==> src/rtl/mem_arbiter_pkg.sv <==
// rtl/mem_arbiter_pkg.sv - shared constants and response-owner encoding for the memory arbiter
package mem_arbiter_pkg;

  localparam int CORE_DATAWIDTH = 32;
  localparam int BE_WIDTH       = 4;
  localparam int STARVE_CW      = 4;

  localparam logic [BE_WIDTH-1:0] BE_ALL = '1;

  typedef enum logic [1:0] {
    IDLE    = 2'd0,
    RESP_IF = 2'd1,
    RESP_DM = 2'd2
  } resp_state_t;

endpackage

==> src/rtl/mem_arbiter_arb_prio.sv <==
// rtl/mem_arbiter_arb_prio.sv - DM-priority grant logic with IF anti-starvation counter
module arb_prio
  import mem_arbiter_pkg::*;
#(
  parameter int STARVE_LIMIT = 4
) (
  input  logic clk,
  input  logic rst,
  input  logic if_req,
  input  logic dm_req,
  output logic if_gnt,
  output logic dm_gnt
);

  localparam logic [STARVE_CW-1:0] LIMIT = STARVE_CW'(STARVE_LIMIT);

  logic [STARVE_CW-1:0] starve_cnt;
  logic                 starved;

  assign starved = (starve_cnt == LIMIT);

  // Grants: DM wins a tie unless IF has already been passed over LIMIT times; nothing granted in reset
  always_comb begin
    if_gnt = 1'b0;
    dm_gnt = 1'b0;
    if (!rst) begin
      if_gnt = if_req && (!dm_req || starved);
      dm_gnt = dm_req && !if_gnt;
    end
  end

  // Count consecutive DM wins while IF is waiting; cleared once IF is served or withdraws
  always_ff @(posedge clk or posedge rst) begin
    if (rst) begin
      starve_cnt <= '0;
    end else if (!if_req || if_gnt) begin
      starve_cnt <= '0;
    end else if (dm_gnt && !starved) begin
      starve_cnt <= starve_cnt + 1'b1;
    end
  end

endmodule

==> src/rtl/mem_arbiter.sv <==
// rtl/mem_arbiter.sv - two-port (IF/DM) arbiter in front of one single-port synchronous memory
module mem_arbiter
  import mem_arbiter_pkg::*;
#(
  parameter int DATAWIDTH    = CORE_DATAWIDTH,
  parameter int ADDR_WIDTH   = 10,
  parameter int STARVE_LIMIT = 4
) (
  input  logic                  MEM_ARBITER_Clk_in,
  input  logic                  MEM_ARBITER_Reset_in,
  input  logic                  IF_Req_in,
  input  logic [ADDR_WIDTH-1:0] IF_Addr_InBUS,
  output logic                  IF_Gnt_out,
  output logic                  IF_Rvalid_out,
  output logic [DATAWIDTH-1:0]  IF_Rdata_OutBUS,
  input  logic                  DM_Req_in,
  input  logic                  DM_We_in,
  input  logic [BE_WIDTH-1:0]   DM_Byteenable_InBUS,
  input  logic [ADDR_WIDTH-1:0] DM_Addr_InBUS,
  input  logic [DATAWIDTH-1:0]  DM_Wdata_InBUS,
  output logic                  DM_Gnt_out,
  output logic                  DM_Rvalid_out,
  output logic [DATAWIDTH-1:0]  DM_Rdata_OutBUS,
  output logic                  MEM_Re_out,
  output logic                  MEM_We_out,
  output logic [BE_WIDTH-1:0]   MEM_Byteenable_OutBUS,
  output logic [ADDR_WIDTH-1:0] MEM_Addr_OutBUS,
  output logic [DATAWIDTH-1:0]  MEM_Wdata_OutBUS,
  input  logic [DATAWIDTH-1:0]  MEM_Rdata_InBUS
);

  logic        if_gnt;
  logic        dm_gnt;
  resp_state_t state;

  arb_prio #(
    .STARVE_LIMIT(STARVE_LIMIT)
  ) u_arb_prio (
    .clk    (MEM_ARBITER_Clk_in),
    .rst    (MEM_ARBITER_Reset_in),
    .if_req (IF_Req_in),
    .dm_req (DM_Req_in),
    .if_gnt (if_gnt),
    .dm_gnt (dm_gnt)
  );

  assign IF_Gnt_out = if_gnt;
  assign DM_Gnt_out = dm_gnt;

  // Steer the granted port onto the memory side; idle cycles drive an all-zero bus
  always_comb begin
    MEM_Re_out            = 1'b0;
    MEM_We_out            = 1'b0;
    MEM_Byteenable_OutBUS = '0;
    MEM_Addr_OutBUS       = '0;
    MEM_Wdata_OutBUS      = '0;
    if (if_gnt) begin
      MEM_Re_out            = 1'b1;
      MEM_Byteenable_OutBUS = BE_ALL;
      MEM_Addr_OutBUS       = IF_Addr_InBUS;
    end else if (dm_gnt) begin
      MEM_Addr_OutBUS = DM_Addr_InBUS;
      if (DM_We_in) begin
        MEM_We_out            = 1'b1;
        MEM_Byteenable_OutBUS = DM_Byteenable_InBUS;
        MEM_Wdata_OutBUS      = DM_Wdata_InBUS;
      end else begin
        MEM_Re_out            = 1'b1;
        MEM_Byteenable_OutBUS = BE_ALL;
      end
    end
  end

  // Remember which port owns the read data returning next cycle; reset drops any pending response
  always_ff @(posedge MEM_ARBITER_Clk_in or posedge MEM_ARBITER_Reset_in) begin
    if (MEM_ARBITER_Reset_in) begin
      state <= IDLE;
    end else if (if_gnt) begin
      state <= RESP_IF;
    end else if (dm_gnt && !DM_We_in) begin
      state <= RESP_DM;
    end else begin
      state <= IDLE;
    end
  end

  assign IF_Rvalid_out   = (state == RESP_IF);
  assign DM_Rvalid_out   = (state == RESP_DM);
  assign IF_Rdata_OutBUS = (state == RESP_IF) ? MEM_Rdata_InBUS : '0;
  assign DM_Rdata_OutBUS = (state == RESP_DM) ? MEM_Rdata_InBUS : '0;

endmodule

==> config.mk <==
export PLATFORM = sky130hd
export DESIGN_NAME = mem_arbiter
export DESIGN_NICKNAME = d
export VERILOG_FILES = /design/src/rtl/mem_arbiter_pkg.sv /design/src/rtl/mem_arbiter_arb_prio.sv /design/src/rtl/mem_arbiter.sv
export SDC_FILE = /design/constraint.sdc
export NUM_CORES = 1
export LEC_CHECK = 0
export CAP_MARGIN = 10
export CORE_AREA = 2 2 83 85
export CTS_BUF_LIST = sky130_fd_sc_hd__clkbuf_4
export CTS_CLUSTER_SIZE = 16
export DETAILED_ROUTE_END_ITERATION = 6
export DIE_AREA = 0 0 85 87
export GPL_TIMING_DRIVEN = 1
export PLACE_DENSITY = 0.75
export SLEW_MARGIN = 20
export SYNTH_ARGS = -nofsm -noshare
export SYNTH_HDL_FRONTEND = slang
export SYNTH_HIERARCHICAL = 1
export SYNTH_SLANG_ARGS = --single-unit
==> constraint.sdc <==
create_clock -name MEM_ARBITER_Clk_in -period 1.95 [get_ports MEM_ARBITER_Clk_in]
set_input_delay 0.39 -clock MEM_ARBITER_Clk_in [delete_from_list [all_inputs] [get_ports MEM_ARBITER_Clk_in]]
set_output_delay 0.39 -clock MEM_ARBITER_Clk_in [all_outputs]
set_load 0.05 [all_outputs]
==> results.yml <==
pwr:
  total_leakage_power_nw: 2.32
  power.total_mw: 1.35
  vdd_drop_max_uv: 305
  power_density_mw_per_mm2: 254
drt:
  via_per_inst: 4.45
  drc_errors: 0
  first_pass_iters: 4
  vias: 2232
  finalWirelength_um: 9630
  wl_per_cell_um: 19.2
  drt_iter0_drc: 40
  ant_nets: 0
setup_path:
  crit_type: "flip-flop to output port"
  worstPathMaxFanout: 8
  worstPathRequired_ps: 1560
  start_kind: "flip-flop"
  crit_path_end_kind: "output port"
  cpMaxStageDelayCell: "dfrtp_1"
  crit_path_frequent_cell: "buf_12"
  crit_chain: "inv_2, ha_4, nand3b_1, nand2_2, and3_4, buf_12, and3b_2, clkbuf_16, and2_4, buf_12"
  max_stage_delay_ps: 380
  cp.arrival_ps: 2240
clocking:
  clkTransAtPathRegs_ps: 40
  ctsHoldBuffers: 0
  ctsRootBufferMaster: "clkbuf_4"
  cts_tree: "done"
  htree_levels: 1
  cts_buffer_depth: 2
  clock-sinks: 6
  clk_latency_ps: 250
  cts_buffers: 3
synthesis:
  synth_xor_area_share_pct: 0
  yosysWarnings: 6
  synthSimpleGateAreaFrac_pct: 62.1
  synthArstFlopShare_pct: 100
  syn-num-nets: 259
  synth_top_family_by_area: "simple AND/OR/NAND/NOR gates"
  syn_area_mm2: 0.00119
  syn_inst: 164
  synth_flop_cell: "dfrtp_1"
  synth_compound_area_share_pct: 14.4
  syn_area_per_cell_um2: 7.25
  synth_edf_count: 0
  ys_types: 28
  seq_area_frac_synth_pct: 12.6
  ys_seq_elements: 6
  synthMuxAreaShare_pct: 0
  synthAdderAreaFrac_pct: 2.11
placement:
  dpl.hpwl_um: 6950
  gp_congestion: 0.823
  io_buffer_count: 208
  dpl.cell_count: 460
floorplan:
  rows: 30
  die_w_um: 85
  fp.dieH_um: 87
  io_pins: 209
  initial_core_util_pct: 18.1
  core_area_mm2: 0.00657
  die_area_mm2: 0.00740
sta:
  rsz0062_at_grt: "true"
  final-setup-viol-count: 52
  finalCritPeriodShare_pct: 135
  clock.fmax_mhz: 380
  tns_ps: -29660
  worst_hold_slack_ps: 533
  min_period_ps: 2630
  slew_headroom_pct: 81.2
  maxSlewViolCount: 0
  finClkSkew_ps: 1.32
  layout_setup_ws_ps: -681
  hold_viol: 0
  tightest_slew_ps: 282
global_route:
  grt_overflow: 0
  grt_pass1_vias: 2318
  grt_pass1_wl_um: 13700
  grt_max_degree: 34
  antenna_found_initial: 0
  grt.total_usage_pct: 24.1
final_layout:
  area_delta_synth_final_pct: 349
  final_layout_size_suffix_gt1_share_pct: 55.9
  layout_commonest_cell: "buf_12"
  final_cell_mix: "buf_12, clkdlybuf4s50_1, and2_1"
  nNetsFinal: 519
  final_cell_count_no_fill: 502
  fin_util_pct: 81.2
  diodes: 0
outcome:
  status: "complete, but fails checks"
  violations: "setup timing"
hold_path:
  worst_hold_path_type: "input pin to asynchronous set/reset pin"
job:
  maxCapViolations: 0
-- area by class of cell --
class                   count  area, um^2
clock buffers               3        22.5
fillers                   364        1240
inverters                   6        22.5
multi-input cells         140        1190
flip-flops and latches      6         150
well taps                  80         100
repair buffers            267        3840
-- critical path, delay by kind of cell, from the launching register on --
kind                     cells  cell delay, ps
AND/OR/NAND/NOR              5             940
adder cells (fa/ha/maj)      1             150
flip-flops                   1             380
buffers and inverters        4             510
-- through the flow --
step / worst slack (ps) / instance area, um^2
floorplan: -331 / 1370
global placement: -782 / 4780
detailed placement: -911 / 4780
CTS: -591 / 5270
global route: -692 / 5330
finish: -681 / 5330
-- flip-flops by register name, summed over array words and instances (netlist names) --
register               count
state                      2
u_arb_prio/starve_cnt      4
-- routing by layer --
| metal | global-route usage [%] | wire length [um] |
|---|---|---|
| met1 | 23.9 | 3220 |
| met2 | 51.3 | 5760 |
| met3 | 3.51 | 459 |
| met4 | 5.92 | 189 |
| met5 | 0 | 0 |
-- logic make-up (layout without fill, tap and decap cells) --
logic type      after synthesis  in the layout
flops                         6              6
buf+inv                      18            276
compound gates               21             21
simple gates                117            117
fa+ha+maj                     2              2
-- timing repair --
action | 4_1_cts | 5_1_grt
buffers inserted | 32 | 4
pin swaps | 7 | 2
gates cloned | 2 | 1
resized for setup | 42 | 7
endpoints found under the setup margin | 51 | 52
-- power breakdown --
part	internal [mW]	total, mW	switching (mW)
Sequential	0.128	0.130	0.00206
Clock	0.0698	0.118	0.0478
Combinational	0.606	1.11	0.499
Total	0.804	1.35	0.549
-- Yosys cell counts, types with 2 or more instances --
library cell / number / area (um^2)
dfrtp_1: 6 / 150
and2_1: 96 / 601
buf_6: 4 / 45.0
ha_1: 2 / 25.0
nor2b_1: 2 / 12.5
buf_2: 2 / 10.0
nand2_1: 2 / 7.51
clkbuf_1: 5 / 18.8
a22o_1: 10 / 87.6
inv_1: 5 / 18.8
a21oi_1: 3 / 15.0
nand4_1: 2 / 12.5
a21o_1: 5 / 37.5
nand2b_1: 4 / 25.0
nand3_1: 3 / 15.0
-- path summary, 6_finish.rpt --
kind / startpoint / to / slack, ps / cells after the start
max: u_arb_prio/starve_cnt[1] / MEM_Wdata_OutBUS[0] / -680 / 10
min: MEM_ARBITER_Reset_in / state[0] / 530 / 3
max reg2reg: u_arb_prio/starve_cnt[1] / u_arb_prio/starve_cnt[3] / -620 / 19
min reg2reg: u_arb_prio/starve_cnt[3] / u_arb_prio/starve_cnt[3] / 670 / 3
max in group asynchronous: MEM_ARBITER_Reset_in / u_arb_prio/starve_cnt[1] / 1240 / 3
min in group MEM_ARBITER_Clk_in: u_arb_prio/starve_cnt[3] / u_arb_prio/starve_cnt[3] / 670 / 3
No activity file was read; power rests on OpenSTA's default activity.
